<file path="src/rtl/mem_arbiter.sv">
// Two-port round-robin arbiter that sequences instruction-fetch and data accesses onto one
// single-port Memory, holding each access for a programmable window and answering with a ready pulse.
module mem_arbiter #(
   parameter int AW          = 32,
   parameter int DW          = 32,
   parameter int WAIT_CYCLES = 0
) (
   input  logic          clk,
   input  logic          reset_n,
   input  logic          m0_req,
   input  logic          m0_we,
   input  logic [AW-1:0] m0_addr,
   input  logic [DW-1:0] m0_wd,
   output logic          m0_ready,
   output logic [DW-1:0] m0_rd,
   input  logic          m1_req,
   input  logic          m1_we,
   input  logic [AW-1:0] m1_addr,
   input  logic [DW-1:0] m1_wd,
   output logic          m1_ready,
   output logic [DW-1:0] m1_rd,
   output logic [AW-1:0] mem_addr,
   output logic          mem_we,
   output logic [DW-1:0] mem_wd,
   input  logic [DW-1:0] mem_rd,
   output logic          gnt_id
);

   typedef enum logic [1:0] {
      ST_IDLE   = 2'd0,
      ST_ACCESS = 2'd1,
      ST_RESP   = 2'd2
   } state_e;

   localparam logic [3:0] WAIT_CNT = 4'(WAIT_CYCLES);

   state_e        state_q, state_d;
   logic [3:0]    cnt_q, cnt_d;
   logic          last_grant_q, last_grant_d;
   logic          gnt_q, gnt_d;
   logic          we_q, we_d;
   logic [AW-1:0] mem_addr_q, mem_addr_d;
   logic [DW-1:0] mem_wd_q, mem_wd_d;
   logic          mem_we_q, mem_we_d;
   logic          m0_ready_q, m0_ready_d;
   logic          m1_ready_q, m1_ready_d;
   logic [DW-1:0] m0_rd_q, m0_rd_d;
   logic [DW-1:0] m1_rd_q, m1_rd_d;

   logic          any_req_s;
   logic          win_s;
   logic          win_we_s;
   logic [AW-1:0] win_addr_s;
   logic [DW-1:0] win_wd_s;

   assign any_req_s  = m0_req | m1_req;
   assign win_we_s   = win_s ? m1_we   : m0_we;
   assign win_addr_s = win_s ? m1_addr : m0_addr;
   assign win_wd_s   = win_s ? m1_wd   : m0_wd;

   // Round-robin pick: on a tie the port that was not served last wins.
   always_comb begin
      if (m0_req && m1_req) begin
         win_s = ~last_grant_q;
      end else if (m1_req) begin
         win_s = 1'b1;
      end else begin
         win_s = 1'b0;
      end
   end

   // State and wait-counter registers.
   always_ff @(posedge clk or negedge reset_n) begin
      if (!reset_n) begin
         state_q <= ST_IDLE;
         cnt_q   <= 4'd0;
      end else begin
         state_q <= state_d;
         cnt_q   <= cnt_d;
      end
   end

   // Next-state logic.
   always_comb begin
      state_d = state_q;
      cnt_d   = cnt_q;
      case (state_q)
         ST_IDLE: begin
            if (any_req_s) begin
               state_d = ST_ACCESS;
               cnt_d   = WAIT_CNT;
            end else begin
               state_d = ST_IDLE;
            end
         end
         ST_ACCESS: begin
            if (cnt_q == 4'd0) begin
               state_d = ST_RESP;
            end else begin
               cnt_d = cnt_q - 4'd1;
            end
         end
         ST_RESP: begin
            state_d = ST_IDLE;
         end
         default: begin
            state_d = ST_IDLE;
            cnt_d   = 4'd0;
         end
      endcase
   end

   // Output next values; mem_we is raised one edge early so it is high only in the final ACCESS cycle.
   always_comb begin
      gnt_d        = gnt_q;
      we_d         = we_q;
      mem_addr_d   = mem_addr_q;
      mem_wd_d     = mem_wd_q;
      last_grant_d = last_grant_q;
      m0_rd_d      = m0_rd_q;
      m1_rd_d      = m1_rd_q;
      mem_we_d     = 1'b0;
      m0_ready_d   = 1'b0;
      m1_ready_d   = 1'b0;
      case (state_q)
         ST_IDLE: begin
            if (any_req_s) begin
               gnt_d      = win_s;
               we_d       = win_we_s;
               mem_addr_d = win_addr_s;
               mem_wd_d   = win_wd_s;
               mem_we_d   = win_we_s & (WAIT_CNT == 4'd0);
            end else begin
               mem_we_d = 1'b0;
            end
         end
         ST_ACCESS: begin
            if (cnt_q == 4'd0) begin
               m0_ready_d = ~gnt_q;
               m1_ready_d = gnt_q;
               if (!we_q && gnt_q) begin
                  m1_rd_d = mem_rd;
               end else if (!we_q) begin
                  m0_rd_d = mem_rd;
               end else begin
                  m0_rd_d = m0_rd_q;
               end
            end else if (cnt_q == 4'd1) begin
               mem_we_d = we_q;
            end else begin
               mem_we_d = 1'b0;
            end
         end
         ST_RESP: begin
            last_grant_d = gnt_q;
         end
         default: begin
            mem_we_d = 1'b0;
         end
      endcase
   end

   // Datapath and output registers.
   always_ff @(posedge clk or negedge reset_n) begin
      if (!reset_n) begin
         gnt_q        <= 1'b0;
         we_q         <= 1'b0;
         mem_addr_q   <= {AW{1'b0}};
         mem_wd_q     <= {DW{1'b0}};
         mem_we_q     <= 1'b0;
         last_grant_q <= 1'b1;
         m0_ready_q   <= 1'b0;
         m1_ready_q   <= 1'b0;
         m0_rd_q      <= {DW{1'b0}};
         m1_rd_q      <= {DW{1'b0}};
      end else begin
         gnt_q        <= gnt_d;
         we_q         <= we_d;
         mem_addr_q   <= mem_addr_d;
         mem_wd_q     <= mem_wd_d;
         mem_we_q     <= mem_we_d;
         last_grant_q <= last_grant_d;
         m0_ready_q   <= m0_ready_d;
         m1_ready_q   <= m1_ready_d;
         m0_rd_q      <= m0_rd_d;
         m1_rd_q      <= m1_rd_d;
      end
   end

   assign mem_addr = mem_addr_q;
   assign mem_wd   = mem_wd_q;
   assign mem_we   = mem_we_q;
   assign gnt_id   = gnt_q;
   assign m0_ready = m0_ready_q;
   assign m1_ready = m1_ready_q;
   assign m0_rd    = m0_rd_q;
   assign m1_rd    = m1_rd_q;

endmodule

</file>
<file path="config.mk">
export PLATFORM = sky130hd
export DESIGN_NAME = mem_arbiter
export DESIGN_NICKNAME = d
export VERILOG_FILES = /design/src/rtl/mem_arbiter.sv
export SDC_FILE = /design/constraint.sdc
export NUM_CORES = 1
export LEC_CHECK = 0
export ABC_AREA = 0
export CAP_MARGIN = 40
export CORE_MARGIN = 3
export CORE_UTILIZATION = 40
export CTS_CLUSTER_DIAMETER = 60
export DETAILED_ROUTE_END_ITERATION = 8
export PLACE_DENSITY = 0.9
export RECOVER_POWER = 25
export SLEW_MARGIN = 20
export SYNTH_ARGS = -nofsm -noshare
export SYNTH_HDL_FRONTEND = slang
export SYNTH_SLANG_ARGS = --single-unit
</file>
<file path="constraint.sdc">
create_clock -name clk -period 3.6 [get_ports clk]
set_clock_uncertainty 0.15 [all_clocks]
set_input_delay 0.72 -clock clk [delete_from_list [all_inputs] [get_ports clk]]
set_output_delay 0.72 -clock clk [all_outputs]
set_load 0.05 [all_outputs]
</file>
==> results of run 1 <==
layout make-up:
cell class | instances | area, um^2
inverter | 5 | 18.8
tap | 184 | 230
sequential | 140 | 3500
multi-input combinational | 227 | 2450
timing repair buffer | 304 | 3050
clock inverter | 11 | 141
clock buffer | 21 | 470
fill | 1019 | 4890
registers in the layout (all words and copies together), names as in the netlist:
signal	flops
we_q	1
m0_ready	1
mem_addr	32
state_q	2
m1_rd	32
mem_wd	32
gnt_id	1
m1_ready	1
mem_we	1
last_grant_q	1
cnt_q	4
m0_rd	32
logic make-up after synthesis:
| logic type | count (synthesis) | share of synthesized area, % |
|---|---|---|
| AOI/OAI and AO/OA | 15 | 1.80 |
| adders and majority gates | 3 | 0.613 |
| buffers and inverters | 27 | 2.74 |
| DFF | 140 | 57.2 |
| muxes | 195 | 35.8 |
| and+or+nand+nor | 14 | 1.82 |
per-layer routing:
layer / GRT usage, % / part of all wire [%] / up-vias
li1: - / - / 2032
met1: 20.3 / 34 / 2198
met2: 36.4 / 54 / 192
met3: 8.23 / 9.9 / 19
met4: 6.30 / 1.4 / 0
met5: 0 / 0 / -
placed cells by master, fill, tap and decap left out, types with 4 or more instances in the layout:
cell / instances
buf_4: 4
clkbuf_16: 17
inv_1: 5
clkinv_2: 4
clkdlybuf4s50_1: 296
dfrtp_1: 139
mux2_1: 31
mux2_2: 161
power groups by stage:
stage / Clock [mW] / Sequential [mW] / Combinational, mW
finish: 1.79 / 2.79 / 6.06
global route: 1.90 / 2.89 / 6.29
detailed placement: 0 / 2.82 / 6.10
global placement: 0 / 2.76 / 5.97
floorplan: 0 / 5.41 / 1.33
CTS: 1.83 / 2.80 / 6.12
cell usage after synthesis, drive strengths merged, types with 2 or more instances:
| cell | number | area share, % |
|---|---|---|
| mux2 | 192 | 35 |
| dfrtp | 139 | 57 |
| buf | 18 | 2.2 |
| inv | 5 | 0.31 |
| clkbuf | 4 | 0.25 |
| ha | 3 | 0.61 |
| mux2i | 3 | 0.49 |
| nor3 | 3 | 0.25 |
| o21ai | 3 | 0.25 |
| o22ai | 3 | 0.31 |
| and3 | 2 | 0.20 |
| nand2b | 2 | 0.20 |
per-stage QoR:
stage          utilization (%)  std cells
2_1_floorplan                -        394
3_3_place_gp              62.7        859
3_5_place_dp              62.9        860
4_1_cts                   67.0        892
5_1_grt                   66.9        892
6_report                  66.9        892
worst max path at each step:
| stage | startpoint | endpoint | slack, ns | cells after the start |
|---|---|---|---|---|
| finish | gnt_id$_DFFE_PN0N_ | gnt_id | 1.10 | 1 |
| global route | reset_n | m0_rd[6]$_DFFE_PN0P_ | 1.0 | 3 |
| CTS | mem_addr[13]$_DFFE_PN0N_ | mem_addr[13] | 1.07 | 1 |
| detailed placement | m1_req | mem_addr[19]$_DFFE_PN0N_ | 0.87 | 4 |
| global placement | m1_req | mem_addr[13]$_DFFE_PN0N_ | 0.92 | 4 |
| floorplan | m1_req | mem_addr[10]$_DFFE_PN0N_ | 1.47 | 5 |
==> metrics.md, run 1 <==
| Metric | Value |
|---|---|
| Seq/Total Area, Yosys | 57.2% |
| Post-cts resize count | 0 |
| Core Area | 14,800 um^2 |
| Worst Slack Setup Final | 1.10 ns |
| Hold Fails Final Rpt | 0 |
| NetSw | 4.83 mW |
| Setup CP Type | register to output pin |
| Vias in the first global route | 4,876 |
| Max-slew violations | 0 |
| Sequential share of power | 26.2% |
| Routed wire length | 16.9 mm |
| DR pass1 iterations | 5 |
| Setup total negative slack | 0 ns |
| Worst reg2reg path startpoint | state_q[0]$_DFFE_PN0P_ |
| Worst-path clk slew | 0.06 ns |
| Initial core utilization | 41.5% |
| Status | complete, no violations |
| TritonCTS buffer count | 17 |
| CP delay by family, top | buffers and inverters |
| Clk network pwr share | 16.8% |
| CP cell instances | clkdlybuf4s50_1 |
| First-pass GRT wire length | 25.4 mm |
| Worst Path Required | 2.73 ns |
| DPL Wire Length | 12.7 mm |
| Hold Buf Count CTS | 0 |
| FF-to-FF path depth | 4 |
| DR DRC count | 0 |
| Vias | 4,441 |
| # diodes | 0 |
| CP arrival | 1.63 ns |
| Async set-or-reset flop fraction in the synthesized netlist | 100% |
| Period minus WS final | 2.50 ns |
| Critical Path Max Stage Delay | 0.83 ns |
| Measured slew at the worst slew-check pin | 1.43 ns |
| Row Count | 44 |
| Pwr Density | 1080 nW/um^2 |
| Max clock buf depth | 2 |
| Max Cap Viol | 0 |
| # Post-CTS Setup Buffers | 0 |
| Die W | 130 um |
| RSZ-0062 raised after global routing | false |
| Maximum VDD drop | 0.736 mV |
| Gr usage total | 19.7% |
| Clock Latency Late Sink | 0.41 ns |
| Root Driver | clkbuf_16 |
| Hold_ws | 0.0757 ns |
| Fin crit share | 69.5% |
| Pre-CTS setup slack | 0.866 ns |
| Seq cells post-synth | 140 |
| Number of synthesized flops with an enable pin | 0 |
| Switching Share | 45.4% |
| Vias per cell | 4.98 |
| Die Y-Extent | 130 um |
| Leak | 4.08 nW |
| Nets | 864 |
| Crit path buf inv count | 1 |
| Area grow syn2layout | 61.1% |
| Share of cells above drive strength 1 | 29.1% |
| Wire per inst | 19.0 um |
| R2R Path End | m1_rd[12]$_DFFE_PN0P_ |
| Port-buffer cells | 297 |
| Comb pwr share | 57.0% |
| H-tree levels | 4 |
| Post-synthesis cell type count | 31 |
| Largest net degree at the start of global routing | 66 |
| Slowest-stage cell, CP | clkdlybuf4s50_1 |
| Final antenna-violating net count | 0 |
| Int Power | 5.81 mW |
| Mapped Nets | 563 |
| Fmax | 400 MHz |
| CP Launch Type | register |
| Ys Warns | 0 |
| Synthesized area | 6120 um^2 |
| Syn Area/Cell | 15.5 um^2 |
| Initial DRC Count | 155 |
| Reg2reg setup slack | 1.34 ns |
| Final non-filler cell area | 9870 um^2 |
| Cells after synthesis | 394 |
| Final setup viols | 0 |
| Global route total overflow | 0 |
| Ports | 298 |
| Placer Congestion | 0.797 |
| Power Total | 10.6 mW |
| CP max FO | 4 |
| Crit. End Element | output pin |
| Top_reg_cell synth | dfrtp_1 |
| CTS tree | yes |
| Placed cell areas | 9280 um^2 |
| Die area | 16,800 um^2 |
| Initial antenna violation count | 0 |
| Hold crit path type | input port to async pin |
| Worst rel slew slack | 4.87% |
| Clock Sinks | 140 |
No activity file was read; power rests on OpenSTA's default activity.
==> run 2, diff against run 1 <==
--- a/config.mk
+++ b/config.mk
@@ -8,10 +8,10 @@
 export ABC_AREA = 0
 export CAP_MARGIN = 40
 export CORE_MARGIN = 3
-export CORE_UTILIZATION = 40
+export CORE_UTILIZATION = 37
 export CTS_CLUSTER_DIAMETER = 60
 export DETAILED_ROUTE_END_ITERATION = 8
-export PLACE_DENSITY = 0.9
+export PLACE_DENSITY = 0.88
 export RECOVER_POWER = 25
 export SLEW_MARGIN = 20
 export SYNTH_ARGS = -nofsm -noshare
==> constraint.sdc (replaced) <==
create_clock -name clk -period 2.2 [get_ports clk]
set_clock_uncertainty 0.15 [all_clocks]
set_input_delay 0.44 -clock clk [delete_from_list [all_inputs] [get_ports clk]]
set_output_delay 0.44 -clock clk [all_outputs]
set_load 0.05 [all_outputs]
==> run 2 against run 1 <==
Against the previous run:
- via count rose by 1.2%
- critical path type unchanged
- highest routed layer unchanged
- final cell count rose by 4.9%
- routed wire length rose by 0.89%
- sequential share of layout area fell by 1.0 points
- worst hold slack improved by 0.25 ns
- combinational power rose by 63%
- sequential power rose by 62%
- total power rose by 63%
- largest power group unchanged
==> metrics.md, run 2 (synthesis gave the netlist of run 1 again) <==
| Metric | Value |
|---|---|
| Status | complete, no violations |
| Clock Latency Late Sink | 0.40 ns (about the same) |
| Critical Path Max Stage Delay | 0.83 ns (about the same) |
| Initial DRC Count | 80 (-48%) |
| CTS tree | yes |
| TritonCTS buffer count | 17 (unchanged) |
| Ports | 298 (unchanged) |
| CP delay by family, top | buffers and inverters |
| Die Y-Extent | 135 um (+3.8%) |
| Met2 WL post-DR | 9.13 mm (-0.45%) |
| Vias | 4,496 (+1.2%) |
| Final core occ | 63.3% (-3.6 points) |
| Highest Signal Layer | met4 |
| Worst reg2reg path startpoint | state_q[1]$_DFFE_PN0P_ |
| Routed wire length | 17.1 mm (+0.89%) |
| Gr usage total | 18.5% (-1.2 points) |
| CP Launch Type | register |
| CP cell instances | clkdlybuf4s50_1 |
| Most frequent cells in the layout | 206 x clkdlybuf4s50_1, 161 x mux2_2, 139 x dfrtp_1, 69 x dlymetal6s2s_1, 31 x mux2_1 |
| Slowest-stage cell, CP | clkdlybuf4s50_1 |
| DPL Wire Length | 13.1 mm (+3.6%) |
| H-tree levels | 4 (unchanged) |
| Initial core utilization | 38.1% (-3.4 points) |
| CP arrival | 1.58 ns (-0.05 ns) |
| Final non-filler cell area | 10,200 um^2 (+3.0%) |
| FF-to-FF path depth | 5 (+1) |
| R2R Path End | m0_rd[5]$_DFFE_PN0P_ |
| Commonest non-fill, non-tap cell in the layout | clkdlybuf4s50_1 |
| Pwr Density | 1710 nW/um^2 (+58%) |
| Placed cell areas | 9410 um^2 (+1.5%) |
| Final setup viols | 0 (unchanged) |
| Global route total overflow | 0 (unchanged) |
| Initial antenna violation count | 0 (unchanged) |
| Final antenna-violating net count | 0 (unchanged) |
| Share of cells above drive strength 1 | 30.7% (+1.6 points) |
| Pre-CTS setup slack | -0.117 ns (-0.983 ns) |
| Max clock buf depth | 2 (unchanged) |
| Leak | 4.82 nW (+18%) |
| Worst rel slew slack | 48.2% (+43 points) |
| Layout filler cell count | 1,168 (+15%) |
| Hold Fails Final Rpt | 0 (unchanged) |
| Placer Congestion | 0.779 (-2.2%) |
| Levels on crit path | 1 (unchanged) |
| Largest net degree at the start of global routing | 54 (-18%) |
| DR DRC count | 0 (unchanged) |
| Crit path buf inv count | 1 (unchanged) |
| Crit. End Element | output pin |
| Fin crit share | 98.8% |
| Worst Setup SP | m1_rd[31]$_DFFE_PN0P_ |
| Nets | 878 (+1.6%) |
| Vias in the first global route | 5,163 (+5.9%) |
| Port-buffer cells | 297 (unchanged) |
| Root Driver | clkbuf_16 |
| Row Count | 46 (+4.5%) |
| Metal1 wirelength | 6.03 mm (+3.6%) |
| Non-Filler Instances | 936 (+4.9%) |
| Dpl cells | 905 (+5.2%) |
| Worst Slack Setup Final | 0.0266 ns (-1.07 ns) |
| First-pass GRT wire length | 26.4 mm (+3.7%) |
| Setup CP Type | register to output pin |
| Area grow syn2layout | 65.9% |
| Die area | 18,100 um^2 (+7.7%) |
| Clock Sinks | 140 (unchanged) |
| DR pass1 iterations | 4 (-1) |
| Fmax | 460 MHz |
| Max Cap Viol | 0 (unchanged) |
| Period minus WS final | 2.17 ns |
| Core Area | 16,100 um^2 (+8.8%) |
| Vias per cell | 4.80 (-3.5%) |
| Routed wl met3 | 1.41 mm (-16%) |
| CP max FO | 2 (-2) |
| Worst-path clk slew | 0.06 ns (about the same) |
| Wire per inst | 18.2 um (-3.9%) |
| Measured slew at the worst slew-check pin | 0.777 ns (-0.650 ns) |
| Die W | 135 um (+3.8%) |
| Reg2reg setup slack | 0.14 ns (-1.20 ns) |
| # diodes | 0 (unchanged) |
| Worst Path Required | 1.61 ns (-1.12 ns) |
| Setup crit end | m1_rd[31] |
| Hold crit path type | register to register |
| Max-slew violations | 0 (unchanged) |
| Maximum VDD drop | 1.14 mV (+55%) |
[run 2: how the worst min path moves through the flow]
stage | start | cells past startpoint | to | slack, ns
final | m1_rd[25]$_DFFE_PN0P_ | 1 | m1_rd[25]$_DFFE_PN0P_ | 0.33
after global placement | reset_n | 1 | mem_wd[4]$_DFFE_PN0N_ | 0.26
after detailed placement | reset_n | 1 | mem_wd[4]$_DFFE_PN0N_ | 0.28
after CTS | m1_rd[25]$_DFFE_PN0P_ | 1 | m1_rd[25]$_DFFE_PN0P_ | 0.34
after floorplan | reset_n | 0 | cnt_q[0]$_DFFE_PN0P_ | -0.006
after global routing | m1_rd[6]$_DFFE_PN0P_ | 1 | m1_rd[6]$_DFFE_PN0P_ | 0.35
[run 2: area by class of cell]
cell class | instances | area (um^2) | share of cell area (%)
Clock buffer | 18 | 439 | 4.32
Clock inverter | 12 | 171 | 1.69
Inverter | 5 | 18.8 | 0.185
Multi-Input combinational cell | 227 | 2450 | 24.1
Sequential cell | 140 | 3500 | 34.5
Tap cell | 216 | 270 | 2.66
Timing Repair Buffer | 318 | 3300 | 32.5
[run 2: power breakdown]
part | internal (mW) | total, mW | switching [mW]
registers | 3.87 | 4.51 | 0.638
clock network | 1.91 | 2.95 | 1.05
logic | 3.71 | 9.88 | 6.17
[run 2: through the flow]
| step | setup TNS [ns] | hold slack, ns | total power [mW] |
|---|---|---|---|
| after floorplan | 0 | -0.00559 | 11.0 |
| after global placement | -3.31 | 0.265 | 14.4 |
| after detailed placement | -5.80 | 0.278 | 14.7 |
| after CTS | 0 | 0.336 | 17.6 |
| after global routing | -0.0135 | 0.354 | 18.1 |
| final | 0 | 0.328 | 17.3 |
[run 2: layer usage]
| layer | vias up | global-route usage (%) |
|---|---|---|
| met4 | 0 | 7.24 |
| met3 | 30 | 7.34 |
| met1 | 2208 | 18.7 |
| met5 | - | 0 |
| li1 | 2054 | - |
| met2 | 204 | 34.1 |
[run 2: repair_timing]
item                                   in CTS  in global routing
hold buffers                                1                  0
gates cloned                                0                  0
setup endpoints to repair                  13                 69
endpoints found under the hold margin      46                  0
buffers inserted                            0                  0
resized for setup                          13                 69
==> RTL edit: new RTL, settings of run 1 <==
Change the parameter `DW` from 32 to 40.
--- a/src/rtl/mem_arbiter.sv
+++ b/src/rtl/mem_arbiter.sv
@@ -2,7 +2,7 @@
 // single-port Memory, holding each access for a programmable window and answering with a ready pulse.
 module mem_arbiter #(
    parameter int AW          = 32,
-   parameter int DW          = 32,
+   parameter int DW          = 40,
    parameter int WAIT_CYCLES = 0
 ) (
    input  logic          clk,
Interface: changed (6 resized); port bits go from 298 to 346. No check against the original RTL was run, so the function may have changed too.
==> RTL edit against run 1 <==
- the run now ends with max-capacitance violations, max-slew violations left
- power is 17% higher
- utilization is 0.73 points lower
- area after synthesis is 16% higher
- register-to-register slack worse by 150 ps
- setup slack worse by 190 ps
- first-iteration DRC count is 1.9% lower
- routed wire length is 19% higher
- sequential cell count is 24 higher
- via count is 15% higher
- design area is 16% higher
==> RTL edit: results <==
{
  "io_buffers": 345,
  "num_vias": 5100,
  "maxCapViolations": 1,
  "failed_checks": "max-capacitance violations, max-slew violations",
  "synthTopCellsByArea": "dfrtp_1 58%, mux2_2 29%, mux2_1 6.7%",
  "worst_slew_pin_slew_ps": 1970,
  "crit_fanout": 81,
  "dr_wl_met2_mm": 10.4,
  "grt_max_degree": 82,
  "top_layer_used": "met4",
  "yosys-top-cells-count": "182 x mux2_2, 163 x dfrtp_1, 42 x mux2_1, 20 x buf_2, 5 x inv_1",
  "leakage_nw": 4.69,
  "final-clk-cell-share_pct": 5.84,
  "path_delay_family": "buffers and inverters",
  "power.density_mw_per_mm2": 1080,
  "buffer_area_share_pct": 31.0,
  "hold_ws_ps": 98.4,
  "reg2reg_to": "m1_rd[20]$_DFFE_PN0P_",
  "synth_nets": 647,
  "r2r-start": "state_q[1]$_DFFE_PN0P_",
  "grt_pass1_vias": 5606,
  "cp.arrival_ps": 2680,
  "worstSetupEndpoint": "m1_rd[36]$_DFFE_PN0P_",
  "dr.first_iter.drc_count": 152,
  "drv_slew": 82,
  "combPwrFrac_pct": 57.4,
  "switching_share_pct": 45.5,
  "seqAreaFraction_pct": 35.9,
  "dp_cells": 1006,
  "crit_slowest_cell": "clkbuf_2",
  "dieArea_mm2": 0.0193,
  "reg2reg_setup_slack_ps": 1190,
  "crit_start": "reset_n",
  "routedWlPerCell_um": 19.3,
  "status": "finished, violations left",
  "cts.sinks": 164,
  "gp_congestion": 0.784,
  "grt_pass1_wl_mm": 32.0,
  "fill_cells": 1273,
  "netSwitchingPower_mw": 5.64,
  "dp_hpwl_mm": 15.2,
  "m1WireLength_mm": 7.65,
  "synth_cells": 454,
  "drive_gt1_share_pct": 28.0,
  "grt_use_total_pct": 21.0,
  "synth.distinct_cells": 30,
  "dp_slack_ps": 675,
  "multi_input_area_mm2": 0.00282,
  "num-nets-final": 993,
  "place_area_mm2": 0.0108,
  "drt_wl_total_mm": 20.0,
  "buffers": 353,
  "clkPwrFrac_pct": 16.4,
  "num-multi-input-gates": 259,
  "synth_seq_area_share_pct": 58.0
}
RTL edit: cell types whose count changed after synthesis, moves of 2 or more:
cell / before / now
dfrtp_1: 139 / 163
mux2_2: 161 / 182
mux2_1: 31 / 42
buf_2: 11 / 20
buf_6: 7 / 4
clkbuf_1: 4 / 2
nor3_1: 3 / 1
o2bb2ai_1: 0 / 2
RTL edit: cells by family after synthesis:
logic type	after synthesis	share of synthesized area [%]
and+or+nand+nor	14	1.43
DFF	164	58.0
muxes	227	36.1
AOI/OAI and AO/OA	15	1.57
buffers and inverters	31	2.42
adders and majority gates	3	0.530
RTL edit: layer usage:
| layer | vias up | GRT usage [%] |
|---|---|---|
| met5 | - | 0 |
| met4 | 0 | 6.75 |
| met3 | 29 | 6.90 |
| met2 | 206 | 36.6 |
| met1 | 2537 | 24.6 |
| li1 | 2328 | - |
